==> src/rtl/cpu_pkg.sv <==
// Shared definitions for the decode / operand-fetch stage: ALU opcodes,
// instruction field positions, format bit and register address width.
package cpu_pkg;

    localparam int REG_AW = 2;

    localparam logic [1:0] ALU_ADD = 2'b00;
    localparam logic [1:0] ALU_SUB = 2'b01;
    localparam logic [1:0] ALU_SLL = 2'b10;
    localparam logic [1:0] ALU_AND = 2'b11;

    // Format bit: 0 = R-type, 1 = I-type
    localparam int FMT_BIT   = 7;

    // R-type field positions
    localparam int R_OP_HI   = 6;
    localparam int R_OP_LO   = 5;
    localparam int R_RD_HI   = 4;
    localparam int R_RD_LO   = 3;
    localparam int R_RS_HI   = 2;
    localparam int R_RS_LO   = 1;

    // I-type field positions
    localparam int I_RD_HI   = 6;
    localparam int I_RD_LO   = 5;
    localparam int I_IMM_HI  = 4;
    localparam int I_IMM_LO  = 0;

    // Sign-extend a 5-bit immediate to the 8-bit datapath
    function automatic logic [7:0] sext_imm5(input logic [4:0] imm);
        return {{3{imm[4]}}, imm};
    endfunction

endpackage

==> src/rtl/regfile_4x8.sv <==
// 4x8 register file, two combinational read ports, one write port.
// Optional macro OPERAND_FETCH_BYPASS_EN forwards the write data to a
// read port addressing the register being written in the same cycle.
module regfile_4x8
    import cpu_pkg::*;
(
    input  logic              clk,
    input  logic              reset,
    input  logic [REG_AW-1:0] rd_addr1,
    output logic [7:0]        rd_data1,
    input  logic [REG_AW-1:0] rd_addr2,
    output logic [7:0]        rd_data2,
    input  logic              wr_en,
    input  logic [REG_AW-1:0] wr_addr,
    input  logic [7:0]        wr_data
);

    logic [7:0] mem_q [4];

    // Storage: cleared on reset, written on the write strobe
    always_ff @(posedge clk) begin
        if (reset) begin
            for (int i = 0; i < 4; i++) begin
                mem_q[i] <= 8'h00;
            end
        end else if (wr_en) begin
            mem_q[wr_addr] <= wr_data;
        end
    end

`ifdef OPERAND_FETCH_BYPASS_EN
    // Read ports with same-cycle writeback forwarding
    always_comb begin
        if (wr_en && (wr_addr == rd_addr1)) begin
            rd_data1 = wr_data;
        end else begin
            rd_data1 = mem_q[rd_addr1];
        end
        if (wr_en && (wr_addr == rd_addr2)) begin
            rd_data2 = wr_data;
        end else begin
            rd_data2 = mem_q[rd_addr2];
        end
    end
`else
    // Read ports return the stored value; a same-cycle write is not visible
    always_comb begin
        rd_data1 = mem_q[rd_addr1];
        rd_data2 = mem_q[rd_addr2];
    end
`endif

endmodule

==> src/rtl/operand_fetch.sv <==
// Decode and operand-fetch stage: decodes R/I instructions, reads the
// register file, blocks hazards with a per-register pending scoreboard and
// presents registered operands to execute. Optional macro:
// OPERAND_FETCH_BYPASS_EN (writeback-to-read forwarding).
module operand_fetch
    import cpu_pkg::*;
#(
    parameter int NREG = 4
) (
    input  logic       clk,
    input  logic       reset,
    input  logic       in_valid,
    input  logic [7:0] in_instr,
    output logic       in_ready,
    output logic       out_valid,
    input  logic       out_ready,
    output logic [7:0] rs_data1,
    output logic [7:0] rs_data2,
    output logic [1:0] alu_op,
    output logic       alu_src,
    output logic [1:0] rd_addr,
    input  logic       wb_en,
    input  logic [1:0] wb_addr,
    input  logic [7:0] wb_data
);

    logic              is_itype_s;
    logic [REG_AW-1:0] dec_rd_s;
    logic [REG_AW-1:0] dec_rs_s;
    logic [1:0]        dec_op_s;
    logic [7:0]        rf_rd1_s;
    logic [7:0]        rf_rd2_s;
    logic [NREG-1:0]   wb_clr_s;
    logic [NREG-1:0]   acc_set_s;
    logic [NREG-1:0]   pend_eff_s;
    logic              hazard_s;
    logic              accept_s;

    logic [NREG-1:0]   pending_q, pending_d;
    logic              out_valid_q;
    logic [7:0]        rs_data1_q;
    logic [7:0]        rs_data2_q;
    logic [1:0]        alu_op_q;
    logic              alu_src_q;
    logic [1:0]        rd_addr_q;

    regfile_4x8 u_rf (
        .clk      (clk),
        .reset    (reset),
        .rd_addr1 (dec_rd_s),
        .rd_data1 (rf_rd1_s),
        .rd_addr2 (dec_rs_s),
        .rd_data2 (rf_rd2_s),
        .wr_en    (wb_en),
        .wr_addr  (wb_addr),
        .wr_data  (wb_data)
    );

    // Field decode for both instruction formats
    always_comb begin
        is_itype_s = in_instr[FMT_BIT];
        dec_rs_s   = in_instr[R_RS_HI:R_RS_LO];
        if (is_itype_s) begin
            dec_rd_s = in_instr[I_RD_HI:I_RD_LO];
            dec_op_s = ALU_ADD;
        end else begin
            dec_rd_s = in_instr[R_RD_HI:R_RD_LO];
            dec_op_s = in_instr[R_OP_HI:R_OP_LO];
        end
    end

    // Hazard detection, handshake and next scoreboard state
    always_comb begin
        wb_clr_s = wb_en ? ({{(NREG-1){1'b0}}, 1'b1} << wb_addr) : {NREG{1'b0}};
`ifdef OPERAND_FETCH_BYPASS_EN
        pend_eff_s = pending_q & ~wb_clr_s;
`else
        pend_eff_s = pending_q;
`endif
        hazard_s  = pend_eff_s[dec_rd_s] || (!is_itype_s && pend_eff_s[dec_rs_s]);
        in_ready  = !hazard_s && (!out_valid_q || out_ready);
        accept_s  = in_valid && in_ready;
        acc_set_s = accept_s ? ({{(NREG-1){1'b0}}, 1'b1} << dec_rd_s) : {NREG{1'b0}};
        // An accept setting the same bit a writeback clears wins
        pending_d = (pending_q & ~wb_clr_s) | acc_set_s;
    end

    // Output register and scoreboard state
    always_ff @(posedge clk) begin
        if (reset) begin
            pending_q   <= {NREG{1'b0}};
            out_valid_q <= 1'b0;
            rs_data1_q  <= 8'h00;
            rs_data2_q  <= 8'h00;
            alu_op_q    <= 2'b00;
            alu_src_q   <= 1'b0;
            rd_addr_q   <= 2'b00;
        end else begin
            pending_q <= pending_d;
            if (accept_s) begin
                out_valid_q <= 1'b1;
                rs_data1_q  <= rf_rd1_s;
                rs_data2_q  <= is_itype_s ? sext_imm5(in_instr[I_IMM_HI:I_IMM_LO]) : rf_rd2_s;
                alu_op_q    <= dec_op_s;
                alu_src_q   <= is_itype_s;
                rd_addr_q   <= dec_rd_s;
            end else if (out_valid_q && out_ready) begin
                out_valid_q <= 1'b0;
            end else begin
                out_valid_q <= out_valid_q;
            end
        end
    end

    assign out_valid = out_valid_q;
    assign rs_data1  = rs_data1_q;
    assign rs_data2  = rs_data2_q;
    assign alu_op    = alu_op_q;
    assign alu_src   = alu_src_q;
    assign rd_addr   = rd_addr_q;

endmodule

==> config.mk <==
export PLATFORM = sky130hd
export DESIGN_NAME = operand_fetch
export DESIGN_NICKNAME = d
export VERILOG_FILES = /design/src/rtl/cpu_pkg.sv /design/src/rtl/regfile_4x8.sv /design/src/rtl/operand_fetch.sv
export SDC_FILE = /design/constraint.sdc
export NUM_CORES = 1
export LEC_CHECK = 0
export ABC_AREA = 1
export CORE_AREA = 2 2 81 83
export CTS_BUF_LIST = sky130_fd_sc_hd__clkbuf_4 sky130_fd_sc_hd__clkbuf_8
export CTS_CLUSTER_SIZE = 10
export DETAILED_ROUTE_END_ITERATION = 16
export DIE_AREA = 0 0 83 85
export PLACE_DENSITY_LB_ADDON = 0.25
export SLEW_MARGIN = 30
export SYNTH_ARGS = -nofsm -noshare
export SYNTH_HDL_FRONTEND = slang
export SYNTH_SLANG_ARGS = --single-unit
==> constraint.sdc <==
create_clock -name clk -period 2.7 [get_ports clk]
set_input_delay 0.27 -clock clk [delete_from_list [all_inputs] [get_ports clk]]
set_output_delay 0.27 -clock clk [all_outputs]
set_load 0.01 [all_outputs]
# Word-level counts from Yosys, hierarchy flattened
# Memories as Yosys holds them, arrays and structs flattened. A register that Yosys moved wholly into a read port is not among the register bits.
# Cells that the tools add are included.
[word_totals] wordCells=44 n_memories=1 ff_bits=18 mem_bits_rw=32
[classes] shift=2 reduce_logical=11 n_bitwise=3 n_lt_le_gt_ge=2 mux=19
[memory_table] name="u_rf.mem_q" words=4 width=8 rd=2 rd_ports_with_merged_regs=1 wr=4 line_no="regfile_4x8.sv:18" source="logic [7:0] mem_q [4];"
[op_table] op="$mux W8" count=2
[op_table] op="$mux W1" count=10
[op_table] op="$mux W4" count=2
[op_table] op="$reduce_or A8 Y1" count=1
[op_table] op="$shl A1 B2 Y4 const A" count=2
[op_table] op="$lt A2 B3 Y1 const B" count=2
[op_table] op="$mux W2" count=3
[op_table] op="$and A4 B4 Y4" count=1
[op_table] op="$bmux W1 S2" count=2
[op_table] op="$logic_and A1 B1 Y1" count=4
[op_table] op="$not A4 Y4" count=1
[op_table] op="$or A4 B4 Y4" count=1
[op_table] op="$logic_not A1 Y1" count=3
[op_table] op="$logic_or A1 B1 Y1" count=2
[op_table] op="$reduce_bool A2 Y1" count=1

# Depth between registers and ports, before layout
# Gate-level depths: netlist of the first run.
[logic_depth] depth_word=9 ltp_mapped=13 ltp_nobuf=11

# Modules after synthesis
# A second synthesis of the first run with hierarchy kept.
[unflattened] hier_cells=474 area_unflattened_um2=3319.4
[by_module_without_submodules] module="regfile_4x8" cells_each=243 area_per_inst_um2=1885.6 instances=1
[by_module_without_submodules] module="operand_fetch" cells_each=231 area_per_inst_um2=1433.9 instances=1

# Worst setup path after synthesis of the first run
# OpenSTA, ideal clock, no wires.
[synth_path] path_type="input port to flip-flop" start="in reset" end="mem u_rf.mem_q[2][0], enable pin" slack_ns=1.130 required_ns=2.311 arrival_time_ns=1.181 setup_ns=0.389 n_path_buf=0 cell_stages=3 cell_sequence="inv_1 > nand2_1 > o31ai_1"
[synth_rtl] item="start, declared" line_no="operand_fetch.sv:11" source="input logic reset,"
[synth_rtl] item="end, declared" line_no="regfile_4x8.sv:18"

# Worst setup path in the final report of the first run
[layout_path] start="in in_instr[7]" end="out in_ready"
[layout_between] elab_chain_cells=6 elab_cells_between_ends=8 classes_between="3 x mux; 5 x reduce/logical"
[layout_rtl] item="start, declared" line_no="operand_fetch.sv:13" source="input logic [7:0] in_instr,"
[layout_rtl] item="$mux W2" line_no="operand_fetch.sv:63" source="if (is_itype_s) begin"
[layout_rtl] item="$bmux W1 S2" line_no="operand_fetch.sv:80" source="hazard_s = pend_eff_s[dec_rd_s] || (!is_itype_s && pend_eff_s[dec_rs_s]);"
[layout_rtl] item="$mux W1 (implied by the code)" line_no="operand_fetch.sv:80"
[layout_rtl] item="$logic_or A1 B1 Y1 *" line_no="operand_fetch.sv:80"
[layout_rtl] item="$logic_not A1 Y1 *" line_no="operand_fetch.sv:81" source="in_ready = !hazard_s && (!out_valid_q || out_ready);"
[layout_rtl] item="$logic_and A1 B1 Y1 *" line_no="operand_fetch.sv:81"
[layout_rtl] item="end, declared" line_no="operand_fetch.sv:14" source="output logic in_ready,"
# Mark *: on every way between the ends. The rest lies on a longest branch, timed or not. The select of a mux whose other input is x is not followed.

==> results.ini, run 1 <==
[placed_design]
hpwlAfterDp_um=5460
globalplace.congestion=0.964
worst_case_setup_slack_after_placement_ns=0.178
port-buffer-count=45
detailed_place.area_um2=3490

[global_routing]
grt_antenna_before_repair=0
gr-usage-all-layers=0.224
grt_max_degree=30
grt_first_pass_wirelength_um=12200
first_global_vias=2592
grt.overflow.total=0

[setup_path]
critical_path_arrival_ns=2.26
timing_worst_setup_path_type=input port to output port
end_kind=output port
setup.worst_path.start_class=input port
worstPathRequired_ns=2.43
critPathMaxFanout=11

[floorplan]
dieWidth_um=83
dieHeight_um=85
floorplan.io_pins=46
floorplan.rows=29
initial_core_util=0.478
standard_cell_core_area_um2=6200
dieArea_um2=7060

[yosys]
netlist-cell-type-count=28
post_synth_inst_count=390
yosysSeqAreaShare=0.500
synth.ff_latch_count=58
synthesis.yosys.warnings=0
synth_nets=413
syn-cell-area_um2=2970
avgSynthCellArea_um2=7.60

[pwr]
leakagePower_nw=1.65
report.power.total_mw=2.33
max_vdd_drop_mv=0.381
cellPowerDensity_nw_per_um2=630

[timing]
max_clock_freq_ghz=0.395
finalCritPeriodShare=0.937
timing.final.hold_violations=0
maxSlewHeadroom=0.569
unrepaired_setup_endpoints_after_global_routing=no
maxSlewViolCount=0
minimum_clock_period_ns=2.53
post-route-worst-setup-slack_ns=0.169
worstMarginPinSlew_ns=0.645
fin_worst_skew_ns=0.00901
timing.setup.tns_ns=0
final.hold.worst_slack_ns=0.482
timing.final.setup_violations=0

[clock_tree]
tritoncts=yes
cts.path.max_buffers=2
cts-buffers-inserted=9
post_cts.resized_instances=0
clkLatencyLatePin_ns=0.35
clk_root_buffer_cell=sky130_fd_sc_hd__clkbuf_8
clk_pin_slew_ns=0.06
cts_setup_buffers=0
post_cts_hold_buffer_count=0
htree_num_levels=3
numClockSinks=58

[finish]
most_common_library_cell_in_the_layout_ignoring_fill_and_taps=sky130_fd_sc_hd__nand2_1
final_layout_size_suffix_gt1_frac=0.105
final_cell_mix=111 x sky130_fd_sc_hd__nand2_1, 98 x sky130_fd_sc_hd__nor2_1, 45 x sky130_fd_sc_hd__clkdlybuf4s50_1
filler_cell_count=563
multi_input_area_um2=1280
design.final.nets=466
layout-area-overhead-vs-synth_pct=24.6
antenna_cells=0
finish.instance_area_um2=3700
total_area_of_sequential_cells_um2=1480

[drt]
dr.pass1.iters=4
drcViolationCount=0
avgViaCountPerCell=5.04
initialDrtViolationCount=177
dr_total_vias=2647
routed_wl_um=7330
final_antenna_net_count=0
routedWlPerCell_um=14.0

[run_status]
outcome=complete, no violations

[hold_path]
min-delay-path-class=register to register

[flow_run]
maxCapViolCount=0

-- cell usage after synthesis --
cell,instances,share of area
sky130_fd_sc_hd__a21oi_1,2,0.0034
sky130_fd_sc_hd__a22oi_1,1,0.0025
sky130_fd_sc_hd__a31oi_1,1,0.0021
sky130_fd_sc_hd__buf_2,2,0.0034
sky130_fd_sc_hd__buf_6,4,0.015
sky130_fd_sc_hd__buf_8,1,0.0051
sky130_fd_sc_hd__clkbuf_1,6,0.0076
sky130_fd_sc_hd__dfxtp_1,26,0.18
sky130_fd_sc_hd__edfxtp_1,32,0.32
sky130_fd_sc_hd__inv_1,26,0.033
sky130_fd_sc_hd__inv_2,1,0.0013
sky130_fd_sc_hd__inv_4,1,0.0021
sky130_fd_sc_hd__nand2_1,111,0.14
sky130_fd_sc_hd__nand2_2,6,0.013
sky130_fd_sc_hd__nand2_4,3,0.011
sky130_fd_sc_hd__nand3_1,37,0.062
sky130_fd_sc_hd__nand3_2,3,0.010
sky130_fd_sc_hd__nand4_1,2,0.0042
sky130_fd_sc_hd__nor2_1,98,0.12
sky130_fd_sc_hd__nor2_2,2,0.0042
sky130_fd_sc_hd__nor2_4,1,0.0038
sky130_fd_sc_hd__nor3_4,1,0.0055
sky130_fd_sc_hd__o211ai_1,3,0.0076
sky130_fd_sc_hd__o21ai_0,13,0.022
sky130_fd_sc_hd__o22ai_1,2,0.0042
sky130_fd_sc_hd__o31ai_1,2,0.0051
sky130_fd_sc_hd__or2_2,2,0.0042
sky130_fd_sc_hd__or2_4,1,0.0030
-- final timing paths --
| path | from | endpoint | slack, ns | cells after the start |
|---|---|---|---|---|
| worst min register to register | rs_data1[2] | rs_data1[2] | 0.48 | 2 |
| worst max register to register | pend_eff_s[0] | rs_data1[1] | 1.06 | 6 |
| worst min-delay path | rs_data1[2] | rs_data1[2] | 0.48 | 2 |
| worst max-delay path | in_instr[7] | in_ready | 0.17 | 10 |
-- routing by layer --
metal / share of wire / vias to the layer above / track usage
met3: 0.060 / 16 / 0.0399
met5: 0 / - / 0
li1: - / 1358 / -
met1: 0.46 / 1185 / 0.282
met4: 0.023 / 0 / 0.124
met2: 0.46 / 88 / 0.367
-- flip-flops by register name, indices dropped and copies added (netlist names) --
name and flops:
out_valid 1, u_rf.mem_q 32, rd_addr 2, alu_op 2, pend_eff_s 4, rs_data1 8, rs_data2 8, alu_src 1
-- cell type report --
type / instances / share of cell area
flip-flops and latches: 58 / 0.401
clock buffers: 9 / 0.0335
repair buffers: 55 / 0.142
multi-input cells: 291 / 0.347
inverters: 28 / 0.0291
well taps: 77 / 0.0261
clock inverters: 7 / 0.0210
-- critical path, cell delays in order --
cell                              delay (ns)
sky130_fd_sc_hd__clkdlybuf4s50_1        0.68
sky130_fd_sc_hd__inv_4                  0.15
sky130_fd_sc_hd__nand2_2                0.13
sky130_fd_sc_hd__nand2_4                0.08
sky130_fd_sc_hd__nand2_1                0.07
sky130_fd_sc_hd__nand2_1                0.05
sky130_fd_sc_hd__nand2_1                0.09
sky130_fd_sc_hd__nand2_2                0.10
sky130_fd_sc_hd__nor2_4                 0.10
sky130_fd_sc_hd__clkdlybuf4s50_1        0.54
-- stage by stage --
stage                     utilization  instances
final                           0.596        525
after CTS                       0.596        525
after global routing            0.596        525
after global placement          0.563        509
after detailed placement        0.563        509
after floorplan                     -        390
-- where the power goes --
| part | internal, mW | switching [mW] |
|---|---|---|
| clock | 0.431 | 0.384 |
| sequential | 1.01 | 0.0464 |
| combinational | 0.199 | 0.253 |
| total | 1.64 | 0.683 |
-- cells by family (layout without fill, tap and decap cells) --
| family | Yosys count | after routing | synth area share |
|---|---|---|---|
| AOI/OAI and AO/OA | 24 | 24 | 0.0468 |
| buffers and inverters | 41 | 99 | 0.0675 |
| DFF | 58 | 58 | 0.500 |
| and+or+nand+nor | 267 | 267 | 0.386 |
Power figures use the tool's default switching activity.
==> inputs of run 2 (changes only) <==
- CORE_AREA: 2 2 81 83 -> 2 2 85 87
- DIE_AREA: 0 0 83 85 -> 0 0 87 89
- SLEW_MARGIN: 30 -> 20
- SYNTH_HIERARCHICAL: not set -> 1
==> results.ini, run 2 <==
[clock_tree]
tritoncts=yes
numClockSinks=58  ; unchanged
clk_root_buffer_cell=sky130_fd_sc_hd__clkbuf_8
cts-buffers-inserted=9  ; unchanged
cts.path.max_buffers=2  ; unchanged
htree_num_levels=3  ; unchanged
clkLatencyLatePin_ns=0.34  ; about the same
clk_pin_slew_ns=0.06  ; about the same

[timing]
maxSlewViolCount=0  ; unchanged
maxSlewHeadroom=0.551  ; -0.0173
timing.final.hold_violations=0  ; unchanged
unrepaired_setup_endpoints_after_global_routing=no
timing.setup.tns_ns=0  ; unchanged
max_clock_freq_ghz=0.423  ; +7.1%
worstMarginPinSlew_ns=0.672  ; +0.0273 ns
timing.final.setup_violations=0  ; unchanged
minimum_clock_period_ns=2.36  ; -0.168 ns
fin_worst_skew_ns=0.00713  ; -0.00189 ns
finalCritPeriodShare=0.875  ; -0.0624

[pwr]
leakagePower_nw=2.00  ; +21%
max_vdd_drop_mv=0.399  ; +4.9%
cellPowerDensity_nw_per_um2=596  ; -5.4%

[hold_path]
min-delay-path-class=input port to register

[yosys]
avgSynthCellArea_um2=7.00  ; -7.9%
synth_top_area_frac=0.289  ; -0.0346
netlist_top_cells_count=150 x sky130_fd_sc_hd__nand2_1, 88 x sky130_fd_sc_hd__inv_1, 61 x sky130_fd_sc_hd__nor2_1
synth.ff_latch_count=58  ; unchanged
synthesis.yosys.warnings=6  ; +6
ranking_of_synthesized_cells_by_area=sky130_fd_sc_hd__edfxtp_1 29%, sky130_fd_sc_hd__nand2_1 17%, sky130_fd_sc_hd__dfxtp_1 16%
syn-cell-area_um2=3320  ; +12%
synthDominantAreaCellType=sky130_fd_sc_hd__edfxtp_1
dominantRegCellSynth=sky130_fd_sc_hd__edfxtp_1
post_synth_inst_count=474  ; +22%
yosysSeqAreaShare=0.446  ; -0.0533
netlist-cell-type-count=23  ; -18%
synth_enable_flop_cells=32  ; unchanged
synth_nets=497  ; +20%
async_reset_ff_frac=0  ; unchanged
synth.most_common_cell=sky130_fd_sc_hd__nand2_1

[placed_design]
hpwlAfterDp_um=5280  ; -3.3%
detailed_place.area_um2=3790  ; +8.4%
globalplace.congestion=0.881  ; -8.7%
port-buffer-count=45  ; unchanged

[global_routing]
grt_max_degree=36  ; +20%
grt_antenna_before_repair=0  ; unchanged
first_global_vias=2744  ; +5.9%
gr-usage-all-layers=0.213  ; -0.0108
grt.overflow.total=0  ; unchanged
grt_first_pass_wirelength_um=12800  ; +5.1%

[finish]
layout-area-overhead-vs-synth_pct=20.4
most_common_library_cell_in_the_layout_ignoring_fill_and_taps=sky130_fd_sc_hd__nand2_1
antenna_cells=0  ; unchanged
final_layout_size_suffix_gt1_frac=0.0862  ; -0.0187
top_register=u_rf/mem_q
multi_input_area_um2=1340  ; +4.4%
finalCoreUtilization=0.595  ; -0.000899
finish.instance_area_um2=4000  ; +8.1%
largest_reg_flops=32  ; unchanged
filler_cell_count=613  ; +8.9%
final_cell_mix=150 x sky130_fd_sc_hd__nand2_1, 88 x sky130_fd_sc_hd__inv_1, 61 x sky130_fd_sc_hd__nor2_1
total_area_of_sequential_cells_um2=1480  ; unchanged
design.final.nets=541  ; +16%

[floorplan]
floorplan.rows=30  ; +3.4%
standard_cell_core_area_um2=6720  ; +8.3%
initial_core_util=0.494  ; +0.0161
dieArea_um2=7740  ; +9.8%
floorplan.io_pins=46  ; unchanged
dieWidth_um=87  ; +4.8%
dieHeight_um=89  ; +4.7%

[run_status]
outcome=complete, no violations

[drt]
routed_wl_um=7340  ; +0.14%
routedWlPerCell_um=12.2  ; -13%
avgViaCountPerCell=4.88  ; -3.3%
initialDrtViolationCount=165  ; -6.8%
final_antenna_net_count=0  ; unchanged
dr.pass1.iters=4  ; unchanged
dr_total_vias=2936  ; +11%
drcViolationCount=0  ; unchanged

[setup_path]
end_kind=output port
critPathMaxFanout=4  ; -7
r2r_setup_slack_ns=1.16  ; +0.10 ns
timing_worst_setup_path_type=input port to output port
worstPathRequired_ns=2.43  ; about the same
critical_path_arrival_ns=2.09  ; -0.17 ns
setup.worst_path.start_class=input port

[flow_run]
maxCapViolCount=0  ; unchanged

## run 2: critical path, cell delays in order
cell,delay [ns]
sky130_fd_sc_hd__clkdlybuf4s50_1,0.53
sky130_fd_sc_hd__inv_1,0.06
sky130_fd_sc_hd__nand2_1,0.06
sky130_fd_sc_hd__nand2_1,0.11
sky130_fd_sc_hd__nand3_1,0.11
sky130_fd_sc_hd__nand2_1,0.10
sky130_fd_sc_hd__nor4_1,0.27
sky130_fd_sc_hd__clkdlybuf4s50_1,0.58
## run 2: logic make-up (layout without fill, tap and decap cells)
group                  Yosys count  after routing  synth area share
AOI/OAI and AO/OA               17             17            0.0256
DFF                             58             58             0.446
and+or+nand+nor                284            284             0.378
buffers and inverters          115            163             0.150
## run 2: worst paths after layout
path,start,end,depth (start not counted)
worst max-delay path,in_instr[4],in_ready,8
worst min-delay path,in_instr[7],alu_src,3
worst max register to register,pend_eff_s[1],rs_data1[0],9
worst min register to register,pend_eff_s[3],pend_eff_s[3],2
## run 2: what timing repair did
| item | 4_1_cts | 5_1_grt |
|---|---|---|
| endpoints found under the setup margin | 0 | 1 |
| buffers inserted | 0 | 0 |
| resized for setup | 0 | 1 |
| hold buffers | 0 | 0 |
## run 2: report_power, final
group	switching [mW]	internal (mW)	leakage [nW]
combinational	0.287	0.202	1.37
sequential	0.0327	1.01	0.527
clock	0.341	0.509	0.105
## run 2: cell type report
class	instances	area share
Multi-Input combinational cell	301	0.335
Timing Repair Buffer	52	0.126
Tap cell	80	0.0250
Sequential cell	58	0.371
Clock inverter	6	0.0207
Clock buffer	9	0.0310
Inverter	96	0.0908
## run 2: routing by layer
layer	track usage	vias to the layer above	share of wire
met5	0	-	0
met4	0.0852	0	0.016
met2	0.336	84	0.46
met3	0.0462	11	0.054
li1	-	1531	-
met1	0.287	1310	0.47
## run 2: stage by stage
stage               total power [mW]  worst slack [ns]  instances  hold WS, ns
global placement                1.54             0.124        587        0.472
floorplan                       1.37              1.19        474        0.339
CTS                             2.40            0.0653        602        0.485
finish                          2.38             0.337        602        0.397
global route                    2.51             0.227        602        0.431
detailed placement              1.55            0.0746        587        0.474
==> inputs of run 3 (changes only) <==
==> constraint.sdc (replaced) <==
create_clock -name clk -period 2.8 [get_ports clk]
set_input_delay 0.56 -clock clk [delete_from_list [all_inputs] [get_ports clk]]
set_output_delay 0.56 -clock clk [all_outputs]
set_load 0.01 [all_outputs]
==> results.ini, run 3 (synthesis results as in run 2) <==
[global_routing]
grt_first_pass_wirelength_um=13100  ; +2.2%
first_global_vias=2788  ; +1.6%
gr-usage-all-layers=0.216  ; +0.00311
grt.overflow.total=0  ; unchanged
grt_antenna_before_repair=0  ; unchanged
grt_max_degree=36  ; unchanged

[drt]
routed-wl-met2_um=3550  ; +4.5%
final_antenna_net_count=0  ; unchanged
dr_total_vias=3028  ; +3.1%
drcViolationCount=0  ; unchanged
met3_wl_um=388  ; -1.3%
initialDrtViolationCount=299  ; +81%
avgViaCountPerCell=4.93  ; +1.1%
routedWlPerCell_um=12.5  ; +2.8%
routed_wl_um=7700  ; +4.9%
drt-met1-wl_um=3630  ; +5.8%
highest-signal-layer=met4
dr.pass1.iters=6  ; +2

[pwr]
cellPowerDensity_nw_per_um2=580  ; -2.6%
max_vdd_drop_mv=0.311  ; -22%
leakagePower_nw=2.06  ; +2.8%
report.power.total_mw=2.38  ; -0.17%

[finish]
filler_cell_count=623  ; +1.6%
multi_input_area_um2=1340  ; unchanged
layout-area-overhead-vs-synth_pct=23.4
final_cell_mix=150 x sky130_fd_sc_hd__nand2_1, 88 x sky130_fd_sc_hd__inv_1, 61 x sky130_fd_sc_hd__nor2_1
top_register=u_rf/mem_q
largest_reg_flops=32  ; unchanged
finish.instance_area_um2=4100  ; +2.5%
most_common_library_cell_in_the_layout_ignoring_fill_and_taps=sky130_fd_sc_hd__nand2_1
antenna_cells=0  ; unchanged
final_layout_size_suffix_gt1_frac=0.107  ; +0.0205
design.final.nets=552  ; +2.0%
total_area_of_sequential_cells_um2=1480  ; unchanged

[timing]
timing.final.setup_violations=0  ; unchanged
timing.final.hold_violations=0  ; unchanged
maxSlewHeadroom=0.535  ; -0.0161
finalCritPeriodShare=0.929
timing.setup.tns_ns=0  ; unchanged
final.hold.worst_slack_ns=0.487  ; +0.0907 ns
max_clock_freq_ghz=0.385
unrepaired_setup_endpoints_after_global_routing=no
worstMarginPinSlew_ns=0.696  ; +0.0241 ns
minimum_clock_period_ns=2.60
fin_worst_skew_ns=0.0104  ; +0.00327 ns
maxSlewViolCount=0  ; unchanged

[floorplan]
standard_cell_core_area_um2=6720  ; unchanged
dieArea_um2=7740  ; unchanged
dieHeight_um=89  ; unchanged
floorplan.rows=30  ; unchanged
initial_core_util=0.494  ; unchanged
dieWidth_um=87  ; unchanged
floorplan.io_pins=46  ; unchanged

[setup_path]
critPathMaxFanout=4  ; unchanged
worst_path_largest_cell_delay_ns=0.51  ; -0.07 ns
timing.critical_path.buf_inv=3  ; unchanged
setup.worst_path.start_class=input port
crit_path_frequent_cell=sky130_fd_sc_hd__nand2_1
critical_path_cell_count=8  ; unchanged
end_kind=output port
critical_path_arrival_ns=2.04  ; -0.05 ns
reg2reg_depth=10  ; +1
worstPathRequired_ns=2.24  ; -0.19 ns
cpLargestDelayFamily=buffers and inverters
critPathSlowestCell=sky130_fd_sc_hd__clkdlybuf4s50_1
critical_path.cell_chain=clkdlybuf4s50_1 -> inv_1 -> nand2_1 -> nand2_1 -> nand3_1 -> nand2_1 -> nor4_1 -> dlygate4sd2_1
timing_worst_setup_path_type=input port to output port

[clock_tree]
clk_root_buffer_cell=sky130_fd_sc_hd__clkbuf_8
cts_setup_buffers=0  ; unchanged
clk_pin_slew_ns=0.07  ; about the same
cts-buffers-inserted=9  ; unchanged
clkLatencyLatePin_ns=0.35  ; about the same
numClockSinks=58  ; unchanged
tritoncts=yes
htree_num_levels=3  ; unchanged
cts.path.max_buffers=2  ; unchanged

[hold_path]
min-delay-path-class=register to register
hold_path_depth=2  ; -1

[placed_design]
globalplace.congestion=0.919  ; +4.3%
port-buffer-count=45  ; unchanged
detailed_place.area_um2=3870  ; +2.2%
hpwlAfterDp_um=5590  ; +5.9%

[flow_run]
maxCapViolCount=0  ; unchanged

[run_status]
outcome=complete, no violations

-- run 3: cell types whose count changed in the layout (fill, tap and decap cells not counted), sizes merged --
cell,change
clkinvlp,+1
clkinv,-1
clkdlybuf4s50,-1
inv,+1
buf,+11
dlygate4sd2,+1
-- run 3: what timing repair did --
item / in CTS / in global routing
setup endpoints to repair: 1 / 1
pin swaps: 0 / 0
hold buffers: 0 / 0
gates resized for setup: 1 / 1
-- run 3: final cells by class --
| type | count | area share |
|---|---|---|
| sequential | 58 | 0.362 |
| clock buffer | 9 | 0.0302 |
| tap | 80 | 0.0244 |
| multi-input combinational | 301 | 0.327 |
| clock inverter | 7 | 0.0247 |
| timing repair buffer | 63 | 0.143 |
| inverter | 96 | 0.0886 |
-- run 3: final timing paths --
check                 from       endpoint  slack [ns]
max            in_instr[4]       in_ready        0.20
min          pend_eff_s[3]  pend_eff_s[3]        0.49
max reg2reg  pend_eff_s[1]        alu_src        1.18
min reg2reg  pend_eff_s[3]  pend_eff_s[3]        0.49
-- run 3: layer usage --
layer  global-route usage  vias up
met2                0.332      112
li1                     -     1558
met3               0.0379       12
met4               0.0938        0
met1                0.301     1346
met5                    0        -
-- run 3: power by group --
| group | internal (mW) | switching (mW) | leakage, nW |
|---|---|---|---|
| Clock | 0.506 | 0.379 | 0.106 |
| Sequential | 0.973 | 0.0325 | 0.527 |
| Combinational | 0.203 | 0.283 | 1.42 |
| Total | 1.68 | 0.694 | 2.06 |
-- run 3: tightest hold or removal path: cells and delay by family, from the launching register on --
family / cells / cell delay [ns]
flip-flops: 1 / 0.31
AO/OA/AOI/OAI: 2 / 0.13
-- run 3: metrics by stage --
step           setup slack [ns]  cells  utilization
5_1_grt                  0.0981    614        0.610
2_1_floorplan             0.755    474            -
4_1_cts                  0.0397    614        0.609
3_3_place_gp             -0.222    598        0.576
6_report                  0.199    614        0.610
3_5_place_dp             -0.253    598        0.576
